### config.mk
export PLATFORM = sky130hd
export DESIGN_NAME = reg_writeback
export DESIGN_NICKNAME = d
export VERILOG_FILES = /design/src/rtl/dap_pkg.sv /design/src/rtl/wb_timeout_ctr.sv /design/src/rtl/reg_writeback.sv
export SDC_FILE = /design/constraint.sdc
export NUM_CORES = 1
export LEC_CHECK = 0
export ABC_CLOCK_PERIOD_IN_PS = 2000
export CORE_MARGIN = 5
export CORE_UTILIZATION = 25
export CTS_CLUSTER_DIAMETER = 200
export DETAILED_ROUTE_END_ITERATION = 8
export GPL_TIMING_DRIVEN = 0
export PLACE_DENSITY = 0.51
export SYNTH_ARGS = -nofsm -noshare
export SYNTH_HDL_FRONTEND = slang
export SYNTH_HIERARCHICAL = 1
export SYNTH_SLANG_ARGS = --single-unit
### constraint.sdc
create_clock -name CLK -period 2 [get_ports CLK]
set_input_delay 0.5 -clock CLK [delete_from_list [all_inputs] [get_ports CLK]]
set_output_delay 0.5 -clock CLK [all_outputs]
set_load 0.01 [all_outputs]
### src/rtl/dap_pkg.sv
// rtl/dap_pkg.sv - shared register codes and writeback enums for the double-accumulator processor
package dap_pkg;

    localparam logic [1:0] DEST_ACC  = 2'd0;
    localparam logic [1:0] DEST_ACCO = 2'd1;
    localparam logic [1:0] DEST_SP   = 2'd2;
    localparam logic [1:0] DEST_RA   = 2'd3;

    typedef enum logic [1:0] {
        OP_NONE   = 2'd0,
        OP_SINGLE = 2'd1,
        OP_DUAL   = 2'd2,
        OP_LOAD   = 2'd3
    } wb_op_t;

    typedef enum logic [1:0] {
        ST_IDLE     = 2'd0,
        ST_WR2      = 2'd1,
        ST_WAIT_MEM = 2'd2
    } wb_state_t;

endpackage

### src/rtl/wb_timeout_ctr.sv
// rtl/wb_timeout_ctr.sv - clear/enable wait counter for the load timeout
module wb_timeout_ctr #(
    parameter int MEM_TIMEOUT = 15
) (
    input  logic CLK,
    input  logic rst,
    input  logic clr,
    input  logic en,
    output logic hit
);

    logic [7:0] cnt;

    always_ff @(posedge CLK or negedge rst) begin
        if (!rst) begin
            cnt <= 8'd0;
        end else if (clr) begin
            cnt <= 8'd0;
        end else if (en) begin
            cnt <= cnt + 8'd1;
        end
    end

    // hit flags the edge on which this increment brings the count to MEM_TIMEOUT
    assign hit = en && (cnt == 8'(MEM_TIMEOUT - 1));

endmodule

### src/rtl/reg_writeback.sv
// rtl/reg_writeback.sv - writeback stage driving the register file write strobe (option: WB_BYPASS_EN)
module reg_writeback
    import dap_pkg::*;
#(
    parameter int DATA_W      = 16,
    parameter int MEM_TIMEOUT = 15
) (
    input  logic              CLK,
    input  logic              rst,
    input  logic              in_valid,
    output logic              in_ready,
    input  logic [1:0]        in_op,
    input  logic [1:0]        in_dest,
    input  logic [DATA_W-1:0] in_data,
    input  logic [1:0]        in_dest2,
    input  logic [DATA_W-1:0] in_data2,
    input  logic              mem_valid,
    input  logic [DATA_W-1:0] mem_rdata,
    output logic              write,
    output logic [1:0]        Dest,
    output logic [DATA_W-1:0] wrData,
    output logic              err
`ifdef WB_BYPASS_EN
    ,
    output logic              fwd_valid,
    output logic [1:0]        fwd_dest,
    output logic [DATA_W-1:0] fwd_data
`endif
);

    wb_state_t         state;
    logic [1:0]        hold_dest;
    logic [DATA_W-1:0] hold_data;
    logic              tmo_hit;

    assign in_ready = rst && (state == ST_IDLE);

    wb_timeout_ctr #(.MEM_TIMEOUT(MEM_TIMEOUT)) u_tmo (
        .CLK (CLK),
        .rst (rst),
        .clr (state != ST_WAIT_MEM),
        .en  ((state == ST_WAIT_MEM) && !mem_valid),
        .hit (tmo_hit)
    );

    // hold_dest/hold_data carry the second DUAL write, or the LOAD destination
    always_ff @(posedge CLK or negedge rst) begin
        if (!rst) begin
            state     <= ST_IDLE;
            hold_dest <= DEST_ACC;
            hold_data <= '0;
            write     <= 1'b0;
            Dest      <= DEST_ACC;
            wrData    <= '0;
            err       <= 1'b0;
        end else begin
            write <= 1'b0;
            err   <= 1'b0;
            case (state)
                ST_IDLE: begin
                    if (in_valid) begin
                        case (wb_op_t'(in_op))
                            OP_SINGLE: begin
                                write  <= 1'b1;
                                Dest   <= in_dest;
                                wrData <= in_data;
                            end
                            OP_DUAL: begin
                                write     <= 1'b1;
                                Dest      <= in_dest;
                                wrData    <= in_data;
                                hold_dest <= in_dest2;
                                hold_data <= in_data2;
                                state     <= ST_WR2;
                            end
                            OP_LOAD: begin
                                hold_dest <= in_dest;
                                state     <= ST_WAIT_MEM;
                            end
                            default: ;
                        endcase
                    end
                end
                ST_WR2: begin
                    write  <= 1'b1;
                    Dest   <= hold_dest;
                    wrData <= hold_data;
                    state  <= ST_IDLE;
                end
                ST_WAIT_MEM: begin
                    if (mem_valid) begin
                        write  <= 1'b1;
                        Dest   <= hold_dest;
                        wrData <= mem_rdata;
                        state  <= ST_IDLE;
                    end else if (tmo_hit) begin
                        err   <= 1'b1;
                        state <= ST_IDLE;
                    end
                end
                default: state <= ST_IDLE;
            endcase
        end
    end

`ifdef WB_BYPASS_EN
    assign fwd_valid = write;
    assign fwd_dest  = Dest;
    assign fwd_data  = wrData;
`endif

endmodule

==> Word level (Yosys, flattened, before mapping) <==
Cells that the tools add are included.
W data, S select, Z words.
{ "classes": {"add_sub_neg": 1, "n_eq_ne": 12, "n_mux": 23, "n_reduce_logical": 13} }
{ "op_table": {"columns": ["operator", "count"], "rows": [
  ["$mux W16", 3],
  ["$pmux W16 S3", 1],
  ["$mux W8", 2],
  ["$mux W2", 6],
  ["$pmux W2 S2", 3],
  ["$reduce_and A3 Y1", 3],
  ["$add A8 B1 Y8 const B", 1],
  ["$eq A8 B4 Y1 const B", 1],
  ["$ne A2 B2 Y1 const B", 4],
  ["$eq A2 B2 Y1 const B", 3],
  ["$mux W1", 6],
  ["$pmux W2 S3", 1],
  ["$eq A2 B1 Y1 const B", 2],
  ["$reduce_and A4 Y1", 1],
  ["$reduce_bool A2 Y1", 2],
  ["$logic_and A1 B1 Y1", 3],
  ["$ne A3 B1 Y1 const B", 1],
  ["$ne A3 B3 Y1 const B", 1],
  ["$pmux W1 S3", 1],
  ["$reduce_bool A3 Y1", 1],
  ["$logic_not A2 Y1", 1],
  ["$reduce_or A2 Y1", 1],
  ["$logic_not A1 Y1", 1]
]} }
{ "totals": {"regBits": 48, "in_bits": 58, "out_inout_bits": 21, "word_cells": 57} }

==> Longest topological paths before layout <==
{ "logic_depth": {"word_depth": 6, "mapped_depth": 9, "depth_no_buf": 7} }

==> By module <==
Netlist, hierarchy kept.
{ "modules_own_cells": {"columns": ["module", "n_inst", "cells_per_inst", "area_per_inst_um2", "seq_area_each_um2"], "rows": [
  ["reg_writeback", 1, 175, 2084.5, 1001.0],
  ["wb_timeout_ctr", 1, 41, 410.4, 200.2]
]} }

==> Least setup slack after synthesis <==
No wires, ideal clock.
{ "synth_path": {"path_kind": "reg2reg", "start": "register state[0]", "end": "register state[0]", "setup_time_ns": 0.126, "arrival_time_ns": 1.793, "t_required_ns": 1.874, "slack_ns": 0.081, "stages_incl_launch_ff": 10, "path_buffers": 2, "synth_period_minus_slack_ns": 1.919, "path_cell_list": "dfrtp_1 -> inv_1 -> ha_1 -> buf_6 -> nor2b_4 -> buf_4 -> nand3_1 -> nor3_1 -> o21ai_0 -> a2bb2oi_1"} }
{ "synth_via": {"elab_chain_cells": 5, "elab_cells_between_ends": 9, "classes_between": "4 x eq/ne; 1 x mux; 4 x reduce/logical"} }
{ "synth_rtl": {"columns": ["element", "line_no", "source"], "rows": [
  ["start, declared", "reg_writeback.sv:31", "wb_state_t state;"],
  ["start signal, assigned", "reg_writeback.sv:49", "state <= ST_IDLE;"],
  ["start signal, assigned", "reg_writeback.sv:74", "state <= ST_WR2;"],
  ["start signal, assigned", "reg_writeback.sv:78", "state <= ST_WAIT_MEM;"],
  ["$eq A2 B2 Y1", "reg_writeback.sv:42", ".en ((state == ST_WAIT_MEM) && !mem_valid),"],
  ["$logic_and A1 B1 Y1", "reg_writeback.sv:42", null],
  ["$logic_and A1 B1 Y1", "wb_timeout_ctr.sv:25", "assign hit = en && (cnt == 8'(MEM_TIMEOUT - 1));"],
  ["via tmo_hit", "reg_writeback.sv:34", "logic tmo_hit;"],
  ["$ne A3 B3 Y1 (no line)", null, null],
  ["$reduce_and A3 Y1 (no line)", null, null]
]} }
The timed path passes the listed nets, and every way through them passes these cells.
A chain may end at the register's enable or synchronous reset.

==> Worst setup path after layout <==
{ "layout_path": {"start": "register state[1]", "end": "register Dest[0]"} }
{ "layout_via": {"elab_chain_cells": 3, "elab_cells_between_ends": 9, "classes_between": "5 x eq/ne; 1 x mux; 3 x reduce/logical"} }
{ "layout_rtl": {"columns": ["element", "line_no", "source"], "rows": [
  ["$eq A2 B2 Y1, or another cell as far along", "reg_writeback.sv:59", "case (state)"],
  ["$ne A2 B2 Y1 (no line) / $reduce_bool A3 Y1 (equally long branches)", null, null],
  ["$reduce_and A4 Y1 (no line)", null, null],
  ["end signal, assigned", "reg_writeback.sv:65", "Dest <= in_dest;"],
  ["end signal, assigned", "reg_writeback.sv:70", "Dest <= in_dest;"],
  ["end signal, assigned", "reg_writeback.sv:86", "Dest <= hold_dest;"],
  ["end, declared", "reg_writeback.sv:20", "output logic [1:0] Dest,"]
]} }
Several ways; a longest one is shown, not always the timed one.

==> flow_metrics.env <==
export IMPL_fin_skew_ns=0.0118
export IMPL_fin_area_um2=3740
export IMPL_syn_avg_cell_area_um2=11.6
export IMPL_grt_remaining_overflow=0
export IMPL_drt_wl_total_mm=6.98
export IMPL_tritoncts="done"
export IMPL_core_area_um2=9770
export IMPL_grt_pass1_wl_mm=10.6
export IMPL_clkTransAtPathRegs_ns=0.10
export IMPL_fill_cells=985
export IMPL_first_pass_iters=4
export IMPL_clockBufferDepth=2
export IMPL_timing_hold_violations_final=0
export IMPL_drtAntennaViolNets=0
export IMPL_drt_iter0_markers=55
export IMPL_grt_pass1_vias=2015
export IMPL_crit_type="flip-flop to flip-flop"
export IMPL_layoutNonFillerInstCount=445
export IMPL_ys_ff_latch=48
export IMPL_cp_start_kind="flip-flop"
export IMPL_hold_path_class="input pin to asynchronous set/reset pin"
export IMPL_grt_max_degree=28
export IMPL_placed_area_um2=3460
export IMPL_endpoint="Dest[0]$_DFFE_PN0P_"
export IMPL_yosysSeqAreaShare=0.481
export IMPL_grt_use_total=0.115
export IMPL_path_max_fanout=7
export IMPL_die_area_um2=12100
export IMPL_p_leak_nw=1.56
export IMPL_startpoint="state[1]$_DFFE_PN0P_"
export IMPL_regToRegSetupSlack_ns=0.07
export IMPL_htree_levels=2
export IMPL_die_w_um=110
export IMPL_setup_violations=0
export IMPL_clockRootBuffer="clkbuf_8"
export IMPL_fmax_ghz=0.517
export IMPL_area_growth_pct=49.9
export IMPL_synth_distinct_cells=35
export IMPL_vias_per_cell=4.48
export IMPL_crit_arrival_ns=2.13
export IMPL_cp_required_ns=2.19
export IMPL_start_util=0.255
export IMPL_ios=79
export IMPL_p_per_area_nw_per_um2=1420
export IMPL_slew_limit_headroom=0.733
export IMPL_reg2reg_from="state[1]$_DFFE_PN0P_"
export IMPL_ir_drop_mv=0.482
export IMPL_syn_nets=285
export IMPL_num_antenna_cells=0
export IMPL_r2r_cells=8
export IMPL_clk_latency_ns=0.31
export IMPL_hold_slack_ns=0.0929
export IMPL_wire_per_inst_um=15.7
export IMPL_row_count=36
export IMPL_cts_made_buffers=5
export IMPL_die_h_um=110
export IMPL_slew_violations=0
export IMPL_worst_pin_slew_ns=0.399
export IMPL_ys_warnings_count=6
export IMPL_synthCells=216
export IMPL_finalCritPeriodShare=0.967
export IMPL_nets=380
export IMPL_r2r_end="Dest[0]$_DFFE_PN0P_"
export IMPL_cp_end_kind="flip-flop"
export IMPL_drc=0
export IMPL_timing_max_cap_violations=0
export IMPL_grt_antenna_before_repair=0
export IMPL_hpwlAfterDp_mm=4.86
export IMPL_gp_congestion=0.730
export IMPL_port_buffers=78
export IMPL_finalSetupTns_ns=0
export IMPL_dp_cells=428
export IMPL_drive_gt1_frac=0.250
export IMPL_status="complete, no violations"
export IMPL_syn_cell_area_um2=2490
export IMPL_vias=1993
export IMPL_min_period_ns=1.93
export IMPL_clock_sinks=48
export IMPL_finalPower_mw=5.29
export IMPL_hold_buffers=0
export IMPL_rsz0062_at_grt="false"
==> logic make-up (layout without fill, tap and decap cells) <==
| group | after synthesis | in the layout | share of synthesized area |
|---|---|---|---|
| AND/OR/NAND/NOR | 46 | 46 | 0.0968 |
| buffers and inverters | 19 | 115 | 0.0436 |
| XOR/XNOR | 4 | 4 | 0.0140 |
| adder cells (fa/ha/maj) | 11 | 11 | 0.0552 |
| flip-flops | 48 | 48 | 0.481 |
| AO/OA/AOI/OAI | 50 | 50 | 0.123 |
| multiplexers | 38 | 38 | 0.186 |
==> metal layers <==
metal | global-route usage | up-vias | wire, um
met5 | 0 | - | 0
met1 | 0.161 | 961 | 3320
met3 | 0.0288 | 6 | 474
met2 | 0.176 | 66 | 3080
li1 | - | 960 | -
met4 | 0.0329 | 0 | 99
==> how the worst min path moves through the flow <==
stage / start / endpoint / slack (ns) / depth (start not counted)
floorplan: rst / Dest[0]$_DFFE_PN0P_ / 0.20 / 0
global placement: hold_dest[1]$_DFFE_PN0P_ / hold_dest[1]$_DFFE_PN0P_ / 0.46 / 2
detailed placement: hold_dest[1]$_DFFE_PN0P_ / hold_dest[1]$_DFFE_PN0P_ / 0.47 / 2
CTS: rst / hold_data[1]$_DFFE_PN0P_ / 0.10 / 1
global route: rst / u_tmo/cnt[6]$_DFFE_PN0P_ / 0.10 / 1
finish: rst / wrData[15]$_DFFE_PN0P_ / 0.09 / 1
==> synth_stat cells, drive strengths merged <==
library cell,instances,share of area
a21oi,22,0.044
a2bb2oi,1,0.0035
a211oi,1,0.0030
nand3b,1,0.0030
mux2i,2,0.0080
nor3,1,0.0020
and2,1,0.0025
or3b,1,0.0035
o21ai,6,0.012
nand4,4,0.013
or4b,1,0.0040
buf,6,0.024
o2bb2ai,1,0.0035
ha,11,0.055
or3,3,0.0075
mux2,36,0.18
o211ai,3,0.0090
clkbuf,7,0.011
and3b,1,0.0035
nor2,22,0.033
nand3,3,0.0060
a22oi,16,0.048
xnor2,1,0.0035
inv,6,0.0090
xor2,3,0.011
dfrtp,48,0.48
nand2b,2,0.0050
nor2b,2,0.0080
nand2,4,0.0060
==> placed cells by master (no fill, tap or decap), drive strengths merged, types with 6 or more instances in the layout <==
cell type,count
clkdlybuf4s50,74
dfrtp,48
mux2,36
a21oi,22
nor2,22
buf,18
a22oi,16
clkbuf,12
ha,11
o21ai,6
inv,6
==> state kept, by name, summed over array words and instances, names as in the netlist <==
signal / cells
hold_data: 16
write: 1
wrData: 16
Dest: 2
u_tmo/cnt: 8
err: 1
state: 2
hold_dest: 2
==> power breakdown <==
| part | total [mW] | leakage [nW] | switching, mW | internal, mW |
|---|---|---|---|---|
| clock | 0.759 | 0.0614 | 0.350 | 0.410 |
| sequential | 1.60 | 0.591 | 0.214 | 1.39 |
| combinational | 2.93 | 0.905 | 1.26 | 1.68 |
| total | 5.29 | 1.56 | 1.82 | 3.47 |
==> what timing repair did <==
item / in CTS / in global routing
endpoints found under the setup margin: 31 / 31
endpoints found under the hold margin: 0 / 0
buffers inserted: 7 / 2
cloned: 1 / 0
pin swaps: 3 / 1
gates resized for setup: 16 / 10
==> stage by stage <==
| stage | util | setup WS, ns |
|---|---|---|
| CTS | 0.379 | -0.0127 |
| global route | 0.383 | 0.00792 |
| detailed placement | 0.354 | -0.479 |
| global placement | 0.352 | -2.09 |
| floorplan | - | 0.0811 |
| finish | 0.383 | 0.0661 |
==> worst max-delay path, cell delays in order, from the launching register on <==
cell	delay, ns
dfrtp_2	0.42
buf_4	0.14
buf_4	0.14
ha_1	0.18
a21oi_1	0.13
and3b_1	0.20
buf_6	0.17
buf_4	0.13
mux2_2	0.31
==> final cells by class <==
| class | instances | area (um^2) | share of cell area |
|---|---|---|---|
| clock buffer | 6 | 82.6 | 0.0221 |
| tap | 133 | 166 | 0.0445 |
| multi-input combinational | 149 | 1230 | 0.329 |
| inverter | 6 | 22.5 | 0.00602 |
| timing repair buffer | 89 | 905 | 0.242 |
| buffer | 12 | 93.8 | 0.0251 |
| sequential | 48 | 1200 | 0.322 |
| clock inverter | 2 | 38.8 | 0.0104 |
Note: power is estimated with default switching activity, not from simulation.
